--- src/rtl/cross_bar_arbiter_if.sv ---
// Request/grant bundle between a crossbar slave port's decoded requests and its arbiter.
// Latency: none, wires only.
// Backpressure: requests are levels held until slave_ack; grant is the only response.
interface cross_bar_arbiter_if #(
  parameter int MASTER_N = 4,
  parameter int IDX_W    = (MASTER_N > 1) ? $clog2(MASTER_N) : 1
);
  logic [MASTER_N-1:0] req;
  logic                slave_ack;
  logic [MASTER_N-1:0] grant;
  logic [IDX_W-1:0]    grant_idx;
  logic                grant_valid;
  logic                timeout_err;

  // requesting side: crossbar decode logic and the slave's ack
  modport master (
    output req, slave_ack,
    input  grant, grant_idx, grant_valid, timeout_err
  );

  // arbiter side
  modport slave (
    input  req, slave_ack,
    output grant, grant_idx, grant_valid, timeout_err
  );
endinterface

--- src/rtl/cross_bar_arbiter.sv ---
// Per-slave round-robin arbiter; one-hot grant held until slave ack, then rotates.
// Latency: req sampled at edge N is granted on edge N (visible cycle N+1); >=1 idle cycle between grants.
// Backpressure: grant held while slave stalls; optional CROSS_BAR_ARB_TIMEOUT_EN forces release after TIMEOUT_CYCLES.
module cross_bar_arbiter #(
  parameter int MASTER_N       = 4,
  parameter int IDX_W          = (MASTER_N > 1) ? $clog2(MASTER_N) : 1,
  parameter int TIMEOUT_CYCLES = 256
) (
  input  logic                clk,
  input  logic                aresetn,
  cross_bar_arbiter_if.slave  bus
);

  // Elaboration-time parameter sanity checks.
  if (MASTER_N < 1) begin : g_bad_master_n
    $error("cross_bar_arbiter: MASTER_N must be >= 1");
  end
  if (TIMEOUT_CYCLES < 1) begin : g_bad_timeout
    $error("cross_bar_arbiter: TIMEOUT_CYCLES must be >= 1");
  end

  typedef enum logic {IDLE, BUSY} state_t;

  state_t              state_q, state_d;
  logic [MASTER_N-1:0] grant_q, grant_d;
  logic [IDX_W-1:0]    grant_idx_q, grant_idx_d;
  logic                grant_valid_q, grant_valid_d;
  logic [IDX_W-1:0]    ptr_q, ptr_d;
  logic [MASTER_N-1:0] served_q, served_d;

  logic [MASTER_N-1:0] elig;
  logic [MASTER_N-1:0] elig_rot;
  logic                pick_vld;
  logic [IDX_W-1:0]    pick_idx;
  logic [IDX_W-1:0]    ptr_inc;

  // Masters already served stay blocked until they drop req once.
  assign elig     = bus.req & ~served_q;
  // Rotate so bit 0 of elig_rot corresponds to the master at ptr.
  assign elig_rot = MASTER_N'({elig, elig} >> ptr_q);
  // Next pointer after a completed transfer: the master after the current one.
  assign ptr_inc  = (grant_idx_q == IDX_W'(MASTER_N - 1)) ? '0 : grant_idx_q + IDX_W'(1);

  // Circular first-set search starting at ptr.
  always_comb begin
    logic [IDX_W:0] sum;
    pick_vld = 1'b0;
    pick_idx = '0;
    sum      = '0;
    for (int i = 0; i < MASTER_N; i++) begin
      if (!pick_vld && elig_rot[i]) begin
        pick_vld = 1'b1;
        sum      = {1'b0, ptr_q} + (IDX_W+1)'(i);
        if (sum >= (IDX_W+1)'(MASTER_N)) begin
          sum = sum - (IDX_W+1)'(MASTER_N);
        end
        pick_idx = sum[IDX_W-1:0];
      end
    end
  end

`ifdef CROSS_BAR_ARB_TIMEOUT_EN
  localparam int CNT_W = $clog2(TIMEOUT_CYCLES + 1);

  logic [CNT_W-1:0] cnt_q, cnt_d;
  logic [CNT_W-1:0] cnt_nxt;
  logic             cnt_done;
  logic             timeout_err_q, timeout_err_d;

  assign cnt_nxt  = cnt_q + CNT_W'(1);
  assign cnt_done = (state_q == BUSY) && (cnt_nxt == CNT_W'(TIMEOUT_CYCLES));

  // Count BUSY cycles; held at zero in IDLE so it starts fresh on every grant.
  always_comb begin
    cnt_d = (state_q == BUSY) ? cnt_nxt : '0;
  end

  // Stall counter register.
  always_ff @(posedge clk) begin
    if (!aresetn) begin
      cnt_q <= '0;
    end else begin
      cnt_q <= cnt_d;
    end
  end
`endif

  // Next-state and grant decisions.
  always_comb begin
    state_d       = state_q;
    grant_d       = grant_q;
    grant_idx_d   = grant_idx_q;
    grant_valid_d = grant_valid_q;
    ptr_d         = ptr_q;
    served_d      = served_q & bus.req;
`ifdef CROSS_BAR_ARB_TIMEOUT_EN
    timeout_err_d = 1'b0;
`endif
    unique case (state_q)
      IDLE: begin
        if (pick_vld) begin
          grant_d       = MASTER_N'(1) << pick_idx;
          grant_idx_d   = pick_idx;
          grant_valid_d = 1'b1;
          state_d       = BUSY;
        end
      end
      BUSY: begin
        if (bus.slave_ack) begin
          // Completed transfer: rotate and block stale re-request (set beats clear).
          grant_d                = '0;
          grant_valid_d          = 1'b0;
          ptr_d                  = ptr_inc;
          served_d[grant_idx_q]  = 1'b1;
          state_d                = IDLE;
        end else if (!bus.req[grant_idx_q]) begin
          // Master abort: release without touching rotation or mask.
          grant_d       = '0;
          grant_valid_d = 1'b0;
          state_d       = IDLE;
`ifdef CROSS_BAR_ARB_TIMEOUT_EN
        end else if (cnt_done) begin
          // Slave stalled too long: release as if acked and flag it.
          grant_d                = '0;
          grant_valid_d          = 1'b0;
          ptr_d                  = ptr_inc;
          served_d[grant_idx_q]  = 1'b1;
          timeout_err_d          = 1'b1;
          state_d                = IDLE;
`endif
        end
      end
      default: begin
        state_d = IDLE;
      end
    endcase
  end

  // State and registered outputs; synchronous active-low reset.
  always_ff @(posedge clk) begin
    if (!aresetn) begin
      state_q       <= IDLE;
      grant_q       <= '0;
      grant_idx_q   <= '0;
      grant_valid_q <= 1'b0;
      ptr_q         <= '0;
      served_q      <= '0;
`ifdef CROSS_BAR_ARB_TIMEOUT_EN
      timeout_err_q <= 1'b0;
`endif
    end else begin
      state_q       <= state_d;
      grant_q       <= grant_d;
      grant_idx_q   <= grant_idx_d;
      grant_valid_q <= grant_valid_d;
      ptr_q         <= ptr_d;
      served_q      <= served_d;
`ifdef CROSS_BAR_ARB_TIMEOUT_EN
      timeout_err_q <= timeout_err_d;
`endif
    end
  end

  assign bus.grant       = grant_q;
  assign bus.grant_idx   = grant_idx_q;
  assign bus.grant_valid = grant_valid_q;
`ifdef CROSS_BAR_ARB_TIMEOUT_EN
  assign bus.timeout_err = timeout_err_q;
`else
  assign bus.timeout_err = 1'b0;
`endif

  // Grant is never multi-hot.
  a_grant_onehot0: assert property (@(posedge clk) disable iff (!aresetn)
    $onehot0(grant_q));

  // Grant never switches directly between two masters.
  a_grant_via_zero: assert property (@(posedge clk) disable iff (!aresetn)
    (grant_q != $past(grant_q)) |-> (($past(grant_q) == '0) || (grant_q == '0)));

endmodule

--- src/flat_wrapper.sv ---
// flat-port wrapper written by rule: the top's interface ports become plain ports
module cross_bar_arbiter_flat 
#(
  parameter int MASTER_N       = 4,
  parameter int IDX_W          = (MASTER_N > 1) ? $clog2(MASTER_N) : 1,
  parameter int TIMEOUT_CYCLES = 256
)
  (clk, aresetn, bus_req, bus_slave_ack, bus_grant, bus_grant_idx, bus_grant_valid, bus_timeout_err);
  cross_bar_arbiter_if #(.MASTER_N(MASTER_N), .IDX_W(IDX_W)) bus_i ();
  input  logic clk;
  input  logic aresetn;
  input wire logic [$bits(bus_i.req)-1:0] bus_req;
  input wire logic [$bits(bus_i.slave_ack)-1:0] bus_slave_ack;
  output wire logic [$bits(bus_i.grant)-1:0] bus_grant;
  output wire logic [$bits(bus_i.grant_idx)-1:0] bus_grant_idx;
  output wire logic [$bits(bus_i.grant_valid)-1:0] bus_grant_valid;
  output wire logic [$bits(bus_i.timeout_err)-1:0] bus_timeout_err;
  assign bus_i.req = bus_req;
  assign bus_i.slave_ack = bus_slave_ack;
  assign bus_grant = bus_i.grant;
  assign bus_grant_idx = bus_i.grant_idx;
  assign bus_grant_valid = bus_i.grant_valid;
  assign bus_timeout_err = bus_i.timeout_err;
  cross_bar_arbiter #(.MASTER_N(MASTER_N), .IDX_W(IDX_W), .TIMEOUT_CYCLES(TIMEOUT_CYCLES)) u_core (.clk(clk), .aresetn(aresetn), .bus(bus_i));
endmodule
--- config.mk ---
export PLATFORM = sky130hd
export DESIGN_NAME = cross_bar_arbiter_flat
export DESIGN_NICKNAME = d
export VERILOG_FILES = /design/src/rtl/cross_bar_arbiter_if.sv /design/src/rtl/cross_bar_arbiter.sv /design/src/flat_wrapper.sv
export SDC_FILE = /design/constraint.sdc
export NUM_CORES = 1
export LEC_CHECK = 0
export CELL_PAD_IN_SITES_DETAIL_PLACEMENT = 1
export CELL_PAD_IN_SITES_GLOBAL_PLACEMENT = 2
export CORE_MARGIN = 2
export CORE_UTILIZATION = 34
export CTS_BUF_LIST = sky130_fd_sc_hd__clkbuf_8
export DETAILED_ROUTE_END_ITERATION = 8
export PLACE_DENSITY = 0.95
export SLEW_MARGIN = 20
export SYNTH_ARGS = -nofsm -noshare
export SYNTH_HDL_FRONTEND = slang
export SYNTH_SLANG_ARGS = --single-unit
--- constraint.sdc ---
create_clock -name clk -period 3.1 [get_ports clk]
set_input_delay 0.62 -clock clk [delete_from_list [all_inputs] [get_ports clk]]
set_output_delay 0.62 -clock clk [all_outputs]
set_load 0.02 [all_outputs]
# [Word level (Yosys, flattened, before mapping)]
# Index checks and enable logic that the tools add are counted.
[totals] inputBits=7 reg_bits=14 output_inout_bits=8 elab_cells=71
[classes] n_eq_ne=3 shifts=2 n_addsub=8 reduce_logical=10 mux=31 order_cmp=6 bitwise_logic=5
[op_table] operator="$mux 4" count=5
[op_table] operator="$mux 2" count=9
[op_table] operator="$mux 1" count=12
[op_table] operator="$ge 3x3->1 const B" count=3
[op_table] operator="$and 4x4->4" count=2
[op_table] operator="$pmux 4 s2" count=1
[op_table] operator="$shr 8x2->4" count=1
[op_table] operator="$sub 2x1->2 const B" count=4
[op_table] operator="$add 2x2->3 const B" count=2
[op_table] operator="$reduce_and 2->1" count=3
[op_table] operator="$logic_and 1x1->1" count=4
[op_table] operator="$not 4->4" count=1
[op_table] operator="$or 4x4->4" count=1
[op_table] operator="$pmux 1 s2" count=2
[op_table] operator="$shl 1x2->4 const A" count=1
[op_table] operator="$add 2x1->3 const B" count=1
[op_table] operator="$ge 2x3->1 const B" count=1
[op_table] operator="$logic_not 1->1" count=3
[op_table] operator="$lt 2x3->1 const B" count=1
[op_table] operator="$ne 3x3->1 const B" count=1
[op_table] operator="$add 2x1->2 const B" count=1
[op_table] operator="$bmux 1 s2" count=1
[op_table] operator="$demux 1 s2" count=1
[op_table] operator="$eq 2x2->1 const B" count=1
[op_table] operator="other kinds (3)" count=3

# [Longest topological paths before layout]
# Gate-level depths: netlist of run 1.
[depth] ltp_word=16 depth_mapped=5 mapped_depth_nobuf=4

# [Least setup slack after synthesis of run 1]
# Ideal clock, no wire load.
[synth_path] path_type="in2reg" from="input bus_req[3]" to="register u_core.grant_q[0], in the netlist u_core.bus.grant[0]" path_stages=4 path_slack_ps=1544 required_ps=3008 n_path_buf=0 arrival_ps=1463 setup_ps=92 path_cell_list="and2b_4 a311o_1 a211o_1 o32ai_1"
[synth_between] elab_chain_len=15 word_cells_on_any_way=24 classes_between="eq/ne (2); shift (2); mux (12); bitwise (1); reduce/logical (7)"
[synth_lines] item="from (decl)" line="flat_wrapper.sv:12" text="input wire logic [$bits(bus_i.req)-1:0] bus_req;"
[synth_lines] item="$and 4x4->4" line="cross_bar_arbiter.sv:38" text="assign elig = bus.req & ~served_q;"
[synth_lines] item="$shr 8x2->4" line="cross_bar_arbiter.sv:40" text="assign elig_rot = MASTER_N'({elig, elig} >> ptr_q);"
[synth_lines] item="$mux 1" line="cross_bar_arbiter.sv:51" text="if (!pick_vld && elig_rot[i]) begin"
[synth_lines] item="$logic_not 1->1" line="cross_bar_arbiter.sv:51"
[synth_lines] item="$logic_and 1x1->1" line="cross_bar_arbiter.sv:51"
[synth_lines] item="$mux 1" line="cross_bar_arbiter.sv:51"
[synth_lines] item="$logic_not 1->1" line="cross_bar_arbiter.sv:51"
[synth_lines] item="$logic_and 1x1->1" line="cross_bar_arbiter.sv:51"
[synth_lines] item="$mux 1" line="cross_bar_arbiter.sv:51"
[synth_lines] item="$logic_not 1->1" line="cross_bar_arbiter.sv:51"
[synth_lines] item="$logic_and 1x1->1" line="cross_bar_arbiter.sv:51"
[synth_lines] item="$mux 2" line="cross_bar_arbiter.sv:51"
[synth_lines] item="$shl 1x2->4" line="cross_bar_arbiter.sv:102" text="grant_d = MASTER_N'(1) << pick_idx;"
[synth_lines] item="$mux 4" line="cross_bar_arbiter.sv:101" text="if (pick_vld) begin"
[synth_lines] item="$pmux 4 s2" line="cross_bar_arbiter.sv:99" text="unique case (state_q)"
[synth_lines] item="to (signal assigned)" line="cross_bar_arbiter.sv:153" text="grant_q <= grant_d;"
[synth_lines] item="to (decl)" line="cross_bar_arbiter.sv:25" text="logic [MASTER_N-1:0] grant_q, grant_d;"
# Several ways; a longest one is shown, not always the timed one. The select of a mux whose other input is x is not followed.
# A chain may end at the register's enable or synchronous reset.

# [Worst setup path in the final report of run 1]
[layout_path] from="register u_core.grant_idx_q[0], in the netlist u_core.bus.grant_idx[0]" to="output bus_grant_idx[0]"
[layout_lines] item="from (decl)" line="cross_bar_arbiter.sv:26" text="logic [IDX_W-1:0] grant_idx_q, grant_idx_d;"
[layout_lines] item="from (signal assigned)" line="cross_bar_arbiter.sv:154" text="grant_idx_q <= grant_idx_d;"
[layout_lines] item="to (decl)" line="flat_wrapper.sv:15" text="output wire logic [$bits(bus_i.grant_idx)-1:0] bus_grant_idx;"
# No word-level cell between the ends.

==> metrics, run 1 <==
CP max-delay cell clkdlybuf4s50_1; setup TNS 0 ns; largest net degree at the start of global routing 16; antenna cell count 0; RSZ-0062 raised after global routing false; hold crit path type reg -> reg; share of layout cells above drive strength 1 0.0800; total grt overflow 0; initial antenna violation count 0; Post-DP HPWL 1560 um; Final Hold Fails 0; main flop type after synthesis dfxtp_1; Syn Nets 97; H-tree lvl count 1; area of the multi-input gates 443 sq um; placer congestion estimate 0.763; nets@finish 112; launching element type of the critical path flop; Syn Std Cell Area 768 sq um; Seq/Total Area, Yosys 0.365; worst path required time 2.48 ns; Cell variety after synth 35; CP top delay family buffers and inverters; ANT nets after route 0; non-filler cells, final 128; post-cts resize count 0; crit path kind reg -> out; Placed Instances 124; Post-route DRC 0; Clock Tree Buf Depth 2; Pleak 0.000350 uW; crit-path max cell delay 0.68 ns; IO Pins 15; Post-synth ARST share 0; Std-Cell Rows 17; area delta synth->final 26.7%; outcome finished clean; placed cell areas 918 sq um; fin worst setup slack 1.03 ns; VDD IR max 0.276 mV; Setup violations, final 0; Synth area leaders dfxtp_1, ha_1, a32oi_1; CTS sink count 14; syn_area_per_cell 8.93 sq um; CP arrival 1.45 ns; cts hold-fix bufs 0; core area 2170 sq um; Skew-Pair Late Insertion Delay 0.25 ns; chip height 51.5 um; DP Worst Slack 0.836 ns; per-cell routed wire length 16.5 um; cells along the critical path clkdlybuf4s50_1; pwr/cell area 494 nW/um^2; port buffer count 13; Max-Cap Viols 0; #FFs+latches synth 14; CP Launch Point u_core.bus.grant_idx[0]$_SDFFE_PN0P_; Cells after Synth 86; period utilization 0.666; drt initial violations 11; Initial Util 0.354; clk slew on worst S/H paths 0.05 ns; final setup skew 0.00790 ns; min-delay src u_core.bus.grant[0]$_SDFFE_PN0P_; post-DR vias/cell 5.88; die area 2660 sq um; Final Instance Area 973 sq um; CTS Buf Count 3; FF/Latch Area 280 sq um; worst path buffer plus inverter count 1; EDFF count, synth 0; first-pass GRT wire length 3640 um; Worst setup EP type primary output; yosys warns 0; FILL cells 264; Tmin final 2.07 ns; DR pass1 iterations 4; Peak Freq 484 MHz; GRT Overall Usage 0.187; CTS tree built; Die Width 51.5 um; Setup Buffers After CTS 0; vias 752; fin. max-slew vios 0; Synth area leader dfxtp_1; top cell type's share of synthesized area 0.365; Crit Reg-Reg Startpoint u_core.state_q$_SDFF_PN0_; vias in the first global route 795; Root Buffer clkbuf_8; CP max FO 8; Total Wirelength 2110 um
layer usage:
metal,track usage,part of all wire
met5,0,0
met4,0.0965,0.026
met3,0.0316,0.045
met2,0.327,0.52
met1,0.219,0.41
cells in the mapped netlist, drive strengths merged, types with 2 or more instances:
cell,n
a21oi,5
a32oi,4
a41oi,2
buf,2
dfxtp,14
ha,4
inv,8
mux2i,2
nand2,4
nand2b,4
nand3,2
nand3b,2
nor2,8
nor2b,2
nor3b,2
o22ai,2
o32ai,4
stage by stage:
stage,hold WS [ns],util,total power (uW)
after floorplan,0.458,-,266
after global placement,0.469,0.423,301
after detailed placement,0.483,0.423,305
after CTS,0.492,0.449,484
after global routing,0.524,0.449,510
final,0.489,0.449,481
cell type report:
class | instances | area share
well taps | 28 | 0.0360
inverters | 8 | 0.0308
repair buffers | 13 | 0.134
clock buffers | 4 | 0.0566
flip-flops and latches | 14 | 0.288
multi-input cells | 61 | 0.455
power breakdown:
part | total [uW] | internal (uW) | switching (uW)
logic | 97.4 | 43.3 | 54.1
registers | 206 | 191 | 15.1
clock network | 177 | 112 | 64.7
total | 481 | 347 | 134
cell usage in the layout, fill, tap and decap left out, types with 2 or more instances in the layout:
cell and instances:
a32oi_1 4, nor2_1 8, ha_1 4, inv_1 8, mux2i_1 2, a21oi_1 5, o32ai_1 4, nor3b_1 2
dfxtp_1 14, nand3b_1 2, nor2b_1 2, nand2b_1 4, clkdlybuf4s50_1 13, nand2_1 4, clkbuf_8 4, nand3_1 2
flip-flops by register name (all words and copies together), names as in the netlist:
signal	count
u_core.bus.grant	4
u_core.served_q	4
u_core.bus.grant_idx	2
u_core.ptr_q	2
u_core.bus.grant_valid	1
u_core.state_q	1
kinds of logic (layout without fill, tap and decap cells):
family | after synthesis | after routing | share of synthesized area
buf+inv | 11 | 25 | 0.0586
compound gates | 26 | 26 | 0.282
simple gates | 28 | 28 | 0.199
fa+ha+maj | 4 | 4 | 0.0651
mux | 2 | 2 | 0.0261
other cells | 1 | 1 | 0.00488
flops | 14 | 14 | 0.365
worst paths after layout:
kind,endpoint,slack [ns],depth (start not counted)
worst min-delay path,u_core.bus.grant[0]$_SDFFE_PN0P_,0.49,2
worst min register to register,u_core.bus.grant[0]$_SDFFE_PN0P_,0.49,2
worst max register to register,u_core.bus.grant[3]$_SDFFE_PN0P_,1.45,4
worst max-delay path,bus_grant_idx[0],1.03,1
No activity file was read; power rests on OpenSTA's default activity.
==> inputs of run 2 (changes only) <==
--- a/config.mk
+++ b/config.mk
@@ -8,10 +8,10 @@
 export CELL_PAD_IN_SITES_DETAIL_PLACEMENT = 1
 export CELL_PAD_IN_SITES_GLOBAL_PLACEMENT = 2
 export CORE_MARGIN = 2
-export CORE_UTILIZATION = 34
+export CORE_UTILIZATION = 31
 export CTS_BUF_LIST = sky130_fd_sc_hd__clkbuf_8
 export DETAILED_ROUTE_END_ITERATION = 8
-export PLACE_DENSITY = 0.95
+export PLACE_DENSITY = 0.91
 export SLEW_MARGIN = 20
 export SYNTH_ARGS = -nofsm -noshare
 export SYNTH_HDL_FRONTEND = slang
==> constraint.sdc (replaced) <==
create_clock -name clk -period 2 [get_ports clk]
set_input_delay 0.4 -clock clk [delete_from_list [all_inputs] [get_ports clk]]
set_output_delay 0.4 -clock clk [all_outputs]
set_load 0.02 [all_outputs]
==> metrics, run 2 (synthesis gave the netlist of run 1 again) <==
outcome finished clean; Total Wirelength 1950 um (-7.6%); Clock Tree Buf Depth 2 (unchanged); launching element type of the critical path flop; port buffer count 13 (unchanged); Die Width 53.8 um (+4.4%); drt initial violations 16 (+5); post-cts resize count 0 (unchanged); H-tree lvl count 1 (unchanged); chip height 53.8 um (+4.4%); initial antenna violation count 0 (unchanged); DR pass1 iterations 4 (unchanged); CTS sink count 14 (unchanged); final setup skew 0.00144 ns (-0.00646 ns); non-filler cells, final 134 (+4.7%); cells along the critical path clkdlybuf4s50_1; Comb pwr share 0.218 (+0.015); IO Pins 15 (unchanged); placer congestion estimate 0.832 (+9.1%); Max-Cap Viols 0 (unchanged); Peak Freq 570 MHz; Root Buffer clkbuf_8; clk slew on worst S/H paths 0.06 ns (about the same); share of layout cells above drive strength 1 0.115 (+0.0354); CP max FO 5 (-3); pwr/cell area 744 nW/um^2 (+51%); Post-route DRC 0 (unchanged); worst path required time 1.60 ns (-0.88 ns); cts hold-fix bufs 0 (unchanged); CTS Buf Count 3 (unchanged); CP max-delay cell clkdlybuf4s50_1; core area 2410 sq um (+11%); Tmin final 1.75 ns; Setup violations, final 0 (unchanged); vias 738 (-1.9%); Final Util 0.417 (-0.0312); Placed Instances 130 (+4.8%); Post-DP HPWL 1520 um (-2.6%); worst path buffer plus inverter count 1 (unchanged); hold crit path type reg -> reg; crit-path max cell delay 0.65 ns (-0.03 ns); commonest cells after routing, fill and taps aside dfxtp_1, clkdlybuf4s50_1, inv_1, nor2_1, a21oi_1; VDD IR max 0.519 mV (+88%); CP arrival 1.35 ns (-0.10 ns); Setup Buffers After CTS 0 (unchanged); Net Sw Power 204 uW (+52%); antenna cell count 0 (unchanged); per-cell routed wire length 14.5 um (-12%); area delta synth->final 30.9%; Worst setup EP type primary output; fin. max-slew vios 0 (unchanged); first-pass GRT wire length 3230 um (-11%); period utilization 0.876; Initial Util 0.319 (-0.0353); nets@finish 116 (+3.6%); Sequential Power Share 0.416 (-0.013); internal power 545 uW (+57%); RSZ-0062 raised after global routing false; Std-Cell Rows 18 (+1); Final Hold Fails 0 (unchanged); CP top delay family buffers and inverters; CTS tree built; GRT Overall Usage 0.157 (-0.0306); switch share 0.273 (-0.00596); Clk network pwr share 0.366 (-0.003); total grt overflow 0 (unchanged); Skew-Pair Late Insertion Delay 0.25 ns (about the same); die area 2890 sq um (+8.9%); commonest non-fill, non-tap cell in the layout dfxtp_1; ANT nets after route 0 (unchanged); crit path kind reg -> out; post-DR vias/cell 5.51 (-6.3%); Pleak 0.000370 uW (+5.7%); largest net degree at the start of global routing 16 (unchanged); vias in the first global route 685 (-14%)
==> run 2: power by group through the flow <==
stage | logic [uW] | clock network (uW) | registers, uW
finish | 163 | 274 | 311
CTS | 164 | 283 | 312
global route | 180 | 304 | 314
floorplan | 84.5 | 0 | 327
global placement | 161 | 0 | 317
detailed placement | 163 | 0 | 317
==> run 2: layer usage <==
metal  vias up  track usage  wire length [um]
met5         -            0                 0
met4         0       0.0470                32
met3         4       0.0583                77
met2        14        0.260               955
met1       361        0.187               884
li1        359            -                 -
==> run 2: metrics by stage <==
stage / power [uW] / hold slack [ns] / setup TNS, ns / worst slack [ns] / cell area [sq um]
2_1_floorplan: 412 / 0.458 / 0 / 0.633 / 768
4_1_cts: 759 / 0.484 / 0 / 0.221 / 1010
6_report: 749 / 0.480 / 0 / 0.247 / 1010
5_1_grt: 797 / 0.508 / 0 / 0.164 / 1010
3_3_place_gp: 477 / 0.468 / 0 / 0.0752 / 951
3_5_place_dp: 481 / 0.474 / -0.000170 / -0.000170 / 951
==> run 2: area by class of cell <==
| cell class | instances | area, sq um |
|---|---|---|
| Tap cell | 30 | 37.5 |
| Sequential cell | 14 | 280 |
| Multi-Input combinational cell | 61 | 443 |
| Clock buffer | 4 | 55.1 |
| Timing Repair Buffer | 17 | 160 |
| Fill cell | 292 | 1400 |
| Inverter | 8 | 30.0 |
==> run 2: path summary, 6_finish.rpt <==
kind | endpoint | start | slack [ns] | cells past startpoint
setup / recovery | bus_grant_idx[0] | u_core.bus.grant_idx[0]$_SDFFE_PN0P_ | 0.25 | 1
hold / removal | u_core.bus.grant[0]$_SDFFE_PN0P_ | u_core.bus.grant[0]$_SDFFE_PN0P_ | 0.48 | 2
setup reg to reg | u_core.bus.grant[2]$_SDFFE_PN0P_ | u_core.bus.grant_idx[0]$_SDFFE_PN0P_ | 0.52 | 5
hold reg to reg | u_core.bus.grant[0]$_SDFFE_PN0P_ | u_core.bus.grant[0]$_SDFFE_PN0P_ | 0.48 | 2
==> inputs of run 3 (changes only) <==
--- a/config.mk
+++ b/config.mk
@@ -10,6 +10,7 @@
 export CORE_MARGIN = 2
 export CORE_UTILIZATION = 31
 export CTS_BUF_LIST = sky130_fd_sc_hd__clkbuf_8
+export CTS_CLUSTER_SIZE = 24
 export DETAILED_ROUTE_END_ITERATION = 8
 export PLACE_DENSITY = 0.91
 export SLEW_MARGIN = 20
==> results of run 3 <==
The final DEF is identical to that of run 2; final timing and power are the same.
